$ cat src/rtl/rd_burst_scheduler_pkg.sv
// Shared definitions for the read-burst scheduler: FSM encoding, error flag
// bit positions, and a saturating counter helper.
package rd_burst_scheduler_pkg;

  typedef enum logic [1:0] {
    ST_IDLE  = 2'd0,
    ST_ISSUE = 2'd1,
    ST_DRAIN = 2'd2,
    ST_DONE  = 2'd3
  } state_t;

  localparam int ERR_RESP = 0;
  localparam int ERR_LAST = 1;
  localparam int ERR_CFG  = 2;

  localparam logic [1:0] RESP_OKAY = 2'b00;

  function automatic logic [31:0] sat_inc(input logic [31:0] value);
    return (value == 32'hFFFF_FFFF) ? value : value + 32'd1;
  endfunction

endpackage

$ cat src/rtl/rd_beat_checker.sv
// Monitors accepted R beats: counts them, tracks the in-burst beat index and
// accumulates response and RLAST-placement errors.
module rd_beat_checker
  import rd_burst_scheduler_pkg::*;
(
  input  logic        clk,
  input  logic        reset,
  input  logic        clear,
  input  logic        beat,
  input  logic        last,
  input  logic [1:0]  resp,
  input  logic [7:0]  burst_len,
  input  logic        outstanding_zero,
  output logic [31:0] beat_count,
  output logic        resp_err,
  output logic        last_err
);

  logic [31:0] beat_count_reg;
  logic [7:0]  beat_idx_reg;
  logic        resp_err_reg;
  logic        last_err_reg;
  logic        idx_at_end;

  assign idx_at_end = (beat_idx_reg == burst_len - 8'd1);

  always_ff @(posedge clk) begin
    if (reset || clear) begin
      beat_count_reg <= 32'd0;
      beat_idx_reg   <= 8'd0;
      resp_err_reg   <= 1'b0;
      last_err_reg   <= 1'b0;
    end else if (beat) begin
      beat_count_reg <= sat_inc(beat_count_reg);
      beat_idx_reg   <= last ? 8'd0 : beat_idx_reg + 8'd1;
      if (resp != RESP_OKAY)
        resp_err_reg <= 1'b1;
      // A beat with nothing outstanding is as much a framing fault as a misplaced RLAST.
      if ((last != idx_at_end) || outstanding_zero)
        last_err_reg <= 1'b1;
    end
  end

  assign beat_count = beat_count_reg;
  assign resp_err   = resp_err_reg;
  assign last_err   = last_err_reg;

endmodule

$ cat src/rtl/rd_burst_scheduler.sv
// Issues a run of fixed-length read bursts to a read-stream engine, bounds the
// number in flight, and reports beat/cycle counts and sticky errors.
module rd_burst_scheduler
  import rd_burst_scheduler_pkg::*;
#(
  parameter int MAX_OUTSTANDING = 4,
  parameter int BEAT_BYTES      = 64
) (
  input  logic        clk,
  input  logic        reset,
  input  logic        start,
  input  logic [31:0] base_addr,
  input  logic [7:0]  burst_len,
  input  logic [15:0] num_bursts,
  output logic        busy,
  output logic        done,
  output logic [2:0]  err_flags,
  output logic [31:0] beat_count,
  output logic [31:0] cycle_count,
  output logic        rs_en,
  output logic [31:0] rs_addr,
  output logic [7:0]  rs_burst_length,
  input  logic        rs_finish,
  input  logic        r_valid,
  input  logic        r_ready,
  input  logic        r_last,
  input  logic [1:0]  r_resp
);

  localparam logic [3:0] MAX_OUT = 4'(MAX_OUTSTANDING);

  state_t      state_reg;
  logic [31:0] addr_reg;
  logic [7:0]  len_reg;
  logic [15:0] num_reg;
  logic [15:0] issued_reg;
  logic [3:0]  outstanding_reg;
  logic        busy_reg;
  logic        done_reg;
  logic        cfg_err_reg;
  logic [31:0] cycle_reg;

  logic        beat;
  logic        addr_hs;
  logic        burst_done;
  logic        accept_start;
  logic [31:0] stride;
  logic        resp_err;
  logic        last_err;

  assign accept_start = (state_reg == ST_IDLE) && start;
  assign beat         = busy_reg && r_valid && r_ready;
  assign addr_hs      = rs_en && rs_finish;
  assign burst_done   = beat && r_last && (outstanding_reg != 4'd0);
  assign stride       = {24'd0, len_reg} * 32'(BEAT_BYTES);

  // Pure register decode so the engine never sees a combinational path from its own handshake.
  assign rs_en = (state_reg == ST_ISSUE) && (issued_reg < num_reg) && (outstanding_reg < MAX_OUT);

  always_ff @(posedge clk) begin
    if (reset) begin
      state_reg       <= ST_IDLE;
      addr_reg        <= 32'd0;
      len_reg         <= 8'd0;
      num_reg         <= 16'd0;
      issued_reg      <= 16'd0;
      outstanding_reg <= 4'd0;
      busy_reg        <= 1'b0;
      done_reg        <= 1'b0;
      cfg_err_reg     <= 1'b0;
      cycle_reg       <= 32'd0;
    end else begin
      done_reg <= 1'b0;
      if (busy_reg)
        cycle_reg <= sat_inc(cycle_reg);
      if (addr_hs) begin
        issued_reg <= issued_reg + 16'd1;
        addr_reg   <= addr_reg + stride;
      end
      if (addr_hs && !burst_done)
        outstanding_reg <= outstanding_reg + 4'd1;
      else if (!addr_hs && burst_done)
        outstanding_reg <= outstanding_reg - 4'd1;

      unique case (state_reg)
        ST_IDLE: begin
          if (start) begin
            addr_reg        <= base_addr;
            len_reg         <= burst_len;
            num_reg         <= num_bursts;
            issued_reg      <= 16'd0;
            outstanding_reg <= 4'd0;
            cycle_reg       <= 32'd0;
            cfg_err_reg     <= (burst_len == 8'd0);
            if ((burst_len == 8'd0) || (num_bursts == 16'd0)) begin
              state_reg <= ST_DONE;
              done_reg  <= 1'b1;
            end else begin
              state_reg <= ST_ISSUE;
              busy_reg  <= 1'b1;
            end
          end
        end
        ST_ISSUE: begin
          if (issued_reg == num_reg)
            state_reg <= ST_DRAIN;
        end
        ST_DRAIN: begin
          if (outstanding_reg == 4'd0) begin
            state_reg <= ST_DONE;
            done_reg  <= 1'b1;
            busy_reg  <= 1'b0;
          end
        end
        ST_DONE: begin
          state_reg <= ST_IDLE;
        end
      endcase
    end
  end

  rd_beat_checker u_beat_checker (
    .clk              (clk),
    .reset            (reset),
    .clear            (accept_start),
    .beat             (beat),
    .last             (r_last),
    .resp             (r_resp),
    .burst_len        (len_reg),
    .outstanding_zero (outstanding_reg == 4'd0),
    .beat_count       (beat_count),
    .resp_err         (resp_err),
    .last_err         (last_err)
  );

  assign busy            = busy_reg;
  assign done            = done_reg;
  assign cycle_count     = cycle_reg;
  assign rs_addr         = addr_reg;
  assign rs_burst_length = len_reg;

  always_comb begin
    err_flags           = 3'b000;
    err_flags[ERR_RESP] = resp_err;
    err_flags[ERR_LAST] = last_err;
    err_flags[ERR_CFG]  = cfg_err_reg;
  end

endmodule

$ cat config.mk
export PLATFORM = sky130hd
export DESIGN_NAME = rd_burst_scheduler
export DESIGN_NICKNAME = d
export VERILOG_FILES = /design/src/rtl/rd_burst_scheduler_pkg.sv /design/src/rtl/rd_beat_checker.sv /design/src/rtl/rd_burst_scheduler.sv
export SDC_FILE = /design/constraint.sdc
export NUM_CORES = 1
export LEC_CHECK = 0
export ABC_AREA = 1
export CORE_UTILIZATION = 51
export DETAILED_ROUTE_END_ITERATION = 7
export DONT_BUFFER_PORTS = 1
export GPL_ROUTABILITY_DRIVEN = 0
export PLACE_DENSITY = 0.66
export SYNTH_ARGS = -nofsm -noshare
export SYNTH_HDL_FRONTEND = slang
export SYNTH_SLANG_ARGS = --single-unit
export TNS_END_PERCENT = 20
$ cat constraint.sdc
create_clock -name clk -period 2.6 [get_ports clk]
set_input_delay 0.39 -clock clk [delete_from_list [all_inputs] [get_ports clk]]
set_output_delay 0.39 -clock clk [all_outputs]
set_load 0.02 [all_outputs]
### Word-level counts from Yosys, hierarchy flattened

Index checks and enable logic that the tools add are counted.

* bits in registers: 155
* input bits: 65
* output and inout bits: 110
* logic and storage cells: 93

* add/sub/neg operators: 8
* magnitude comparators: 2
* eq/ne operators: 12
* muxes and demuxes: 28
* bitwise logic cells: 1
* reduce and logical (&&, ||, !) cells: 28

Operators by type and width (count)
* 32-bit 2-to-1 mux: 7
* 32-bit by 1-bit adder with 32-bit output, second input constant: 2
* 32-bit == test, second input constant: 2
* 16-bit 2-to-1 mux: 3
* 32-bit by 14-bit adder with 32-bit output: 1
* 16-bit by 1-bit adder with 16-bit output, second input constant: 1
* 16-bit == test: 1
* 16-bit zero test: 1
* 16-bit < comparator: 1
* 4-bit 2-to-1 mux: 4
* 1-bit logical AND: 10
* 8-bit by 1-bit adder with 8-bit output, second input constant: 1
* 8-bit == test: 1
* 8-bit zero test: 1
* 2-bit 2-to-1 mux: 4
* 8-bit 2-to-1 mux: 1
* 2-bit one-hot mux with 4 select lines: 1
* 2-bit AND reduction: 4
* 8-bit by 1-bit subtractor with 8-bit output, second input constant: 1
* 1-bit 2-to-1 mux: 6
* 4-bit by 1-bit adder with 4-bit output, second input constant: 1
* 2-bit == test, second input constant: 2
* 4-bit zero test: 1
* 4-bit by 3-bit < comparator with 1-bit output, second input constant: 1
* other kinds (14): 21

### Depth between registers and ports, before layout

* depth in word-level cells: 10
* mapped depth: 18
* depth with buffers taken out: 18

### Hierarchy

A second synthesis with hierarchy kept.

* cells, all modules: 1476
* area total of the unflattened synthesis: 9653.0 um2

Modules (own cells, without submodules)
* rd_burst_scheduler: instances 1, cells an instance 1065, area an instance 6930.4 um2, sequential area each 2262.2 um2
* rd_beat_checker: instances 1, cells an instance 411, area an instance 2722.6 um2, sequential area each 840.8 um2

### Worst setup path before layout

Ideal clock, no wire load.

* path kind: flip-flop to flip-flop
* start point: reg len_reg[0] (netlist: rs_burst_length[0])
* end point: reg addr_reg[22] (netlist: rs_addr[22])
* library setup time: 0.116 ns
* arrival: 2.009 ns
* required time: 2.484 ns
* path slack: 0.475 ns
* stages on the path, launching flop included: 15
* buffers on the path: 0
* clock period less this slack: 2.125 ns
* path through: dfxtp_1 -> ha_1 -> inv_1 -> fa_1 -> inv_1 -> nand3_1 -> nand2_1 -> nand2_1 -> nand2_1 -> nand2_1 -> xnor2_1 -> nand2_1 -> nand3_1 -> o211ai_1 -> inv_1

* word-level cells in the longest chain between the ends: 4

Ends and longest elaborated chain
* start, declared: line rd_burst_scheduler.sv:34 `logic [7:0] len_reg;`
* start signal, assigned: line rd_burst_scheduler.sv:89 `len_reg <= burst_len;`
* 32-bit by 14-bit adder with 32-bit output (*): line rd_burst_scheduler.sv:78 `addr_reg <= addr_reg + stride;`
* 32-bit 2-to-1 mux (*): line rd_burst_scheduler.sv:76 `if (addr_hs) begin`
* 32-bit 2-to-1 mux: line rd_burst_scheduler.sv:87 `if (start) begin`
* 32-bit 2-to-1 mux (*): line rd_burst_scheduler.sv:85 `unique case (state_reg)`
* end signal, assigned: line rd_burst_scheduler.sv:78
* end signal, assigned: line rd_burst_scheduler.sv:88 `addr_reg <= base_addr;`
* end, declared: line rd_burst_scheduler.sv:33 `logic [31:0] addr_reg;`

Mark *: on every way between the ends. The rest lies on a longest branch, timed or not.
A chain may end at the register's enable or synchronous reset.

### Final worst setup path

* start point: reg issued_reg[11]
* end point: out rs_en

* word-level cells in the longest chain between the ends: 3

Ends and longest elaborated chain
* start, declared: line rd_burst_scheduler.sv:36 `logic [15:0] issued_reg;`
* start signal, assigned: line rd_burst_scheduler.sv:77 `issued_reg <= issued_reg + 16'd1;`
* 16-bit < comparator: line rd_burst_scheduler.sv:58 `assign rs_en = (state_reg == ST_ISSUE) && (issued_reg < num_reg) && (outstanding_reg < MAX_OUT);`
* 1-bit logical AND (2 in series): line rd_burst_scheduler.sv:58
* end, declared: line rd_burst_scheduler.sv:20 `output logic rs_en,`

Every way passes these cells.

==> impl_metrics.py <==
metrics = {
    "setup_path": {
        "crit_required_ns": 2.21,
        "cpMostUsedCell": "nand2_1",
        "worst_setup_path_start_kind": "flop",
        "crit_path_end_kind": "output port",
        "worstPathCellList": "ha_1, nand2_1, inv_1, nand2_1, nand2_1, nand2_1, nand2_1, a21oi_1",
        "cp_slowest_stage_delay_ns": 0.51,
        "path_class": "reg -> out",
        "cp_slowest_cell": "a21oi_1",
        "cp_max_fo": 5,
        "arrival_ns": 1.98,
    },
    "detailed_routing": {
        "drtPass1Iterations": 5,
        "avgRoutedWirePerCell_um": 14.6,
        "drc": 0,
        "via_per_inst": 5.28,
        "ant_nets": 0,
        "routed_wirelength_mm": 25.0,
        "drt_iter0_drc": 486,
        "vias": 9024,
    },
    "floorplanning": {
        "core_region_area_um2": 18000,
        "row_count": 49,
        "fp.dieW_um": 138,
        "die_h_um": 138,
        "io_pins": 175,
        "design.die.area_um2": 18900,
        "start_util_pct": 52.0,
    },
    "global_route": {
        "grt_busiest_layer": "met2",
        "grt_usage_pct": 26.2,
        "grt_antenna_before_repair": 0,
        "grt.overflow.total": 0,
        "grt_use_met1_pct": 33.5,
        "grt_max_degree": 43,
        "grtUsageMet2_pct": 43.3,
        "first_global_vias": 7856,
        "grt_pass1_wl_mm": 38.9,
        "met3_usage_pct": 6.59,
    },
    "hold_path": {
        "hold_path_class": "in -> reg",
    },
    "sta": {
        "setup_viol": 0,
        "rsz0062_at_grt": "no",
        "slew-limit-headroom_pct": 26.3,
        "slew_violations": 0,
        "finalCritPeriodShare_pct": 91.2,
        "fin_setup_tns_ns": 0,
        "finalHoldViolations": 0,
        "finClkSkew_ns": 0.0144,
        "worst_pin_slew_ns": 1.10,
        "fin_crit_ns": 2.37,
        "fmax_mhz": 422,
    },
    "synthesis": {
        "synth_cell_types": 45,
        "mappedNetlistNets": 1540,
        "synth_area_leaders": "dfxtp_1 33%, nand2_1 14%, nor2_1 8.1%, inv_1 7.2%, nand3_1 4.7%",
        "syn_avg_cell_area_um2": 6.51,
        "synthArstFlopShare_pct": 0,
        "yosysTopAreaCellShare_pct": 33.1,
        "synth_top_area_cell": "dfxtp_1",
        "mappedNetlistArea_um2": 9380,
        "synthTopCellsByCount": "361 x nand2_1, 202 x nor2_1, 181 x inv_1",
        "synth_edf_count": 0,
        "syn_inst": 1440,
        "synth_seq_cells": 155,
        "synth-main-ff-cell": "dfxtp_1",
        "synth_most_common_cell": "nand2_1",
        "yosys_warnings": 0,
        "ys_seq_area_share_pct": 33.1,
    },
    "final_layout": {
        "final_nets": 1568,
        "syn2layout_area_growth_pct": 11.8,
        "seqCellArea_um2": 3100,
        "diodes": 0,
        "drive_gt1_share_pct": 6.96,
        "final_core_util_pct": 58.2,
        "multi_input_area_um2": 5370,
        "fillCellCount": 1807,
    },
    "power_and_ir_drop": {
        "p_leak_nw": 4.42,
        "pwr-share-clk_pct": 31.4,
        "p_int_w": 0.00528,
        "cellPowerDensity_nw_per_um2": 805,
        "ir_drop_mv": 0.655,
        "p_sw_w": 0.00316,
        "combinationalPowerShare_pct": 30.4,
        "seq_power_share_pct": 38.2,
        "swShare_pct": 37.4,
    },
    "clocking": {
        "cts_buffers": 17,
        "cts_hold_repair.buffers": 0,
        "numClockSinks": 155,
        "cts_tree": "done",
        "cts_root_buf": "clkbuf_16",
        "post_cts_resize_count": 0,
        "htree_levels": 4,
        "clockBufferDepth": 2,
        "path_clk_slew_ns": 0.06,
        "insertion_delay_ns": 0.43,
        "cts_setup_buffers": 0,
    },
    "flow_run": {
        "maxCapViolations": 0,
    },
    "placement": {
        "io_buffer_count": 0,
        "dp.final_hpwl_mm": 18.7,
    },
    "run_status": {
        "status": "finished, final reports clean",
    },
}
through the flow:
step                cell area (um^2)  instances  worst slack (ns)  hold slack [ns]  total power, W
floorplan                       9380       1440             0.475            0.429         0.00513
detailed placement              9870       1678             0.304            0.456         0.00583
finish                         10500       1708             0.230           0.0257         0.00844
CTS                            10500       1708             0.206           0.0132         0.00849
global placement                9870       1678             0.279            0.443         0.00580
global route                   10500       1708            0.0122           0.0128         0.00897
kinds of logic (layout without fill, tap and decap cells):
logic type	after synthesis	in the layout	share of synthesized area, %
AND/OR/NAND/NOR	775	775	35.7
flip-flops	155	155	33.1
buffers and inverters	227	266	9.71
AO/OA/AOI/OAI	184	184	10.7
XOR/XNOR	64	64	6.12
adder cells (fa/ha/maj)	35	35	4.75
routing by layer:
layer | vias up | routed length, um | share of wire [%]
met5 | - | 0 | 0
met4 | 0 | 257 | 1.0
met3 | 23 | 1680 | 6.7
met2 | 233 | 11600 | 47
met1 | 4070 | 11400 | 46
li1 | 4698 | - | -
cell type report:
class	instances	share of cell area, %
Clock inverter	7	1.32
Sequential cell	155	29.6
Tap cell	229	2.73
Inverter	183	6.55
Timing Repair Buffer	53	4.03
Clock buffer	23	4.56
Multi-Input combinational cell	1058	51.2
cells in the final DEF, fill, tap and decap left out, types with 17 or more instances in the layout:
| cell | netlist | final |
|---|---|---|
| xnor2_1 | 20 | 20 |
| o21ai_0 | 74 | 74 |
| dfxtp_1 | 155 | 155 |
| nor2_1 | 202 | 201 |
| nand3_1 | 89 | 89 |
| nand2_1 | 361 | 361 |
| a21oi_1 | 73 | 73 |
| xor2_1 | 43 | 43 |
| clkbuf_16 | 0 | 17 |
| inv_1 | 181 | 180 |
| nand4_1 | 39 | 39 |
| buf_4 | 4 | 51 |
| ha_1 | 34 | 34 |
| nor3_1 | 47 | 47 |
worst max-delay path, delay by kind of cell, from the launching register on:
family | cells | cell delay (ns)
compound gates | 1 | 0.51
flops | 1 | 0.43
simple gates | 5 | 0.29
fa+ha+maj | 1 | 0.28
buf+inv | 1 | 0.04
worst paths after layout:
path / endpoint / depth (start not counted) / from / slack, ns
worst min-delay path: rs_addr[15] / 1 / reset / 0.03
worst max-delay path: rs_en / 8 / issued_reg[11] / 0.23
worst min register to register: outstanding_reg[3] / 2 / outstanding_reg[3] / 0.46
worst max register to register: rs_addr[22] / 14 / rs_addr[6] / 0.27
power groups by stage:
| stage | Clock [W] | Sequential [W] | Combinational (W) |
|---|---|---|---|
| floorplan | 0 | 0.00335 | 0.00178 |
| global placement | 0 | 0.00327 | 0.00253 |
| detailed placement | 0 | 0.00328 | 0.00255 |
| CTS | 0.00269 | 0.00323 | 0.00257 |
| global route | 0.00279 | 0.00328 | 0.00291 |
| finish | 0.00265 | 0.00323 | 0.00257 |
Note: power is estimated with default switching activity, not from simulation.
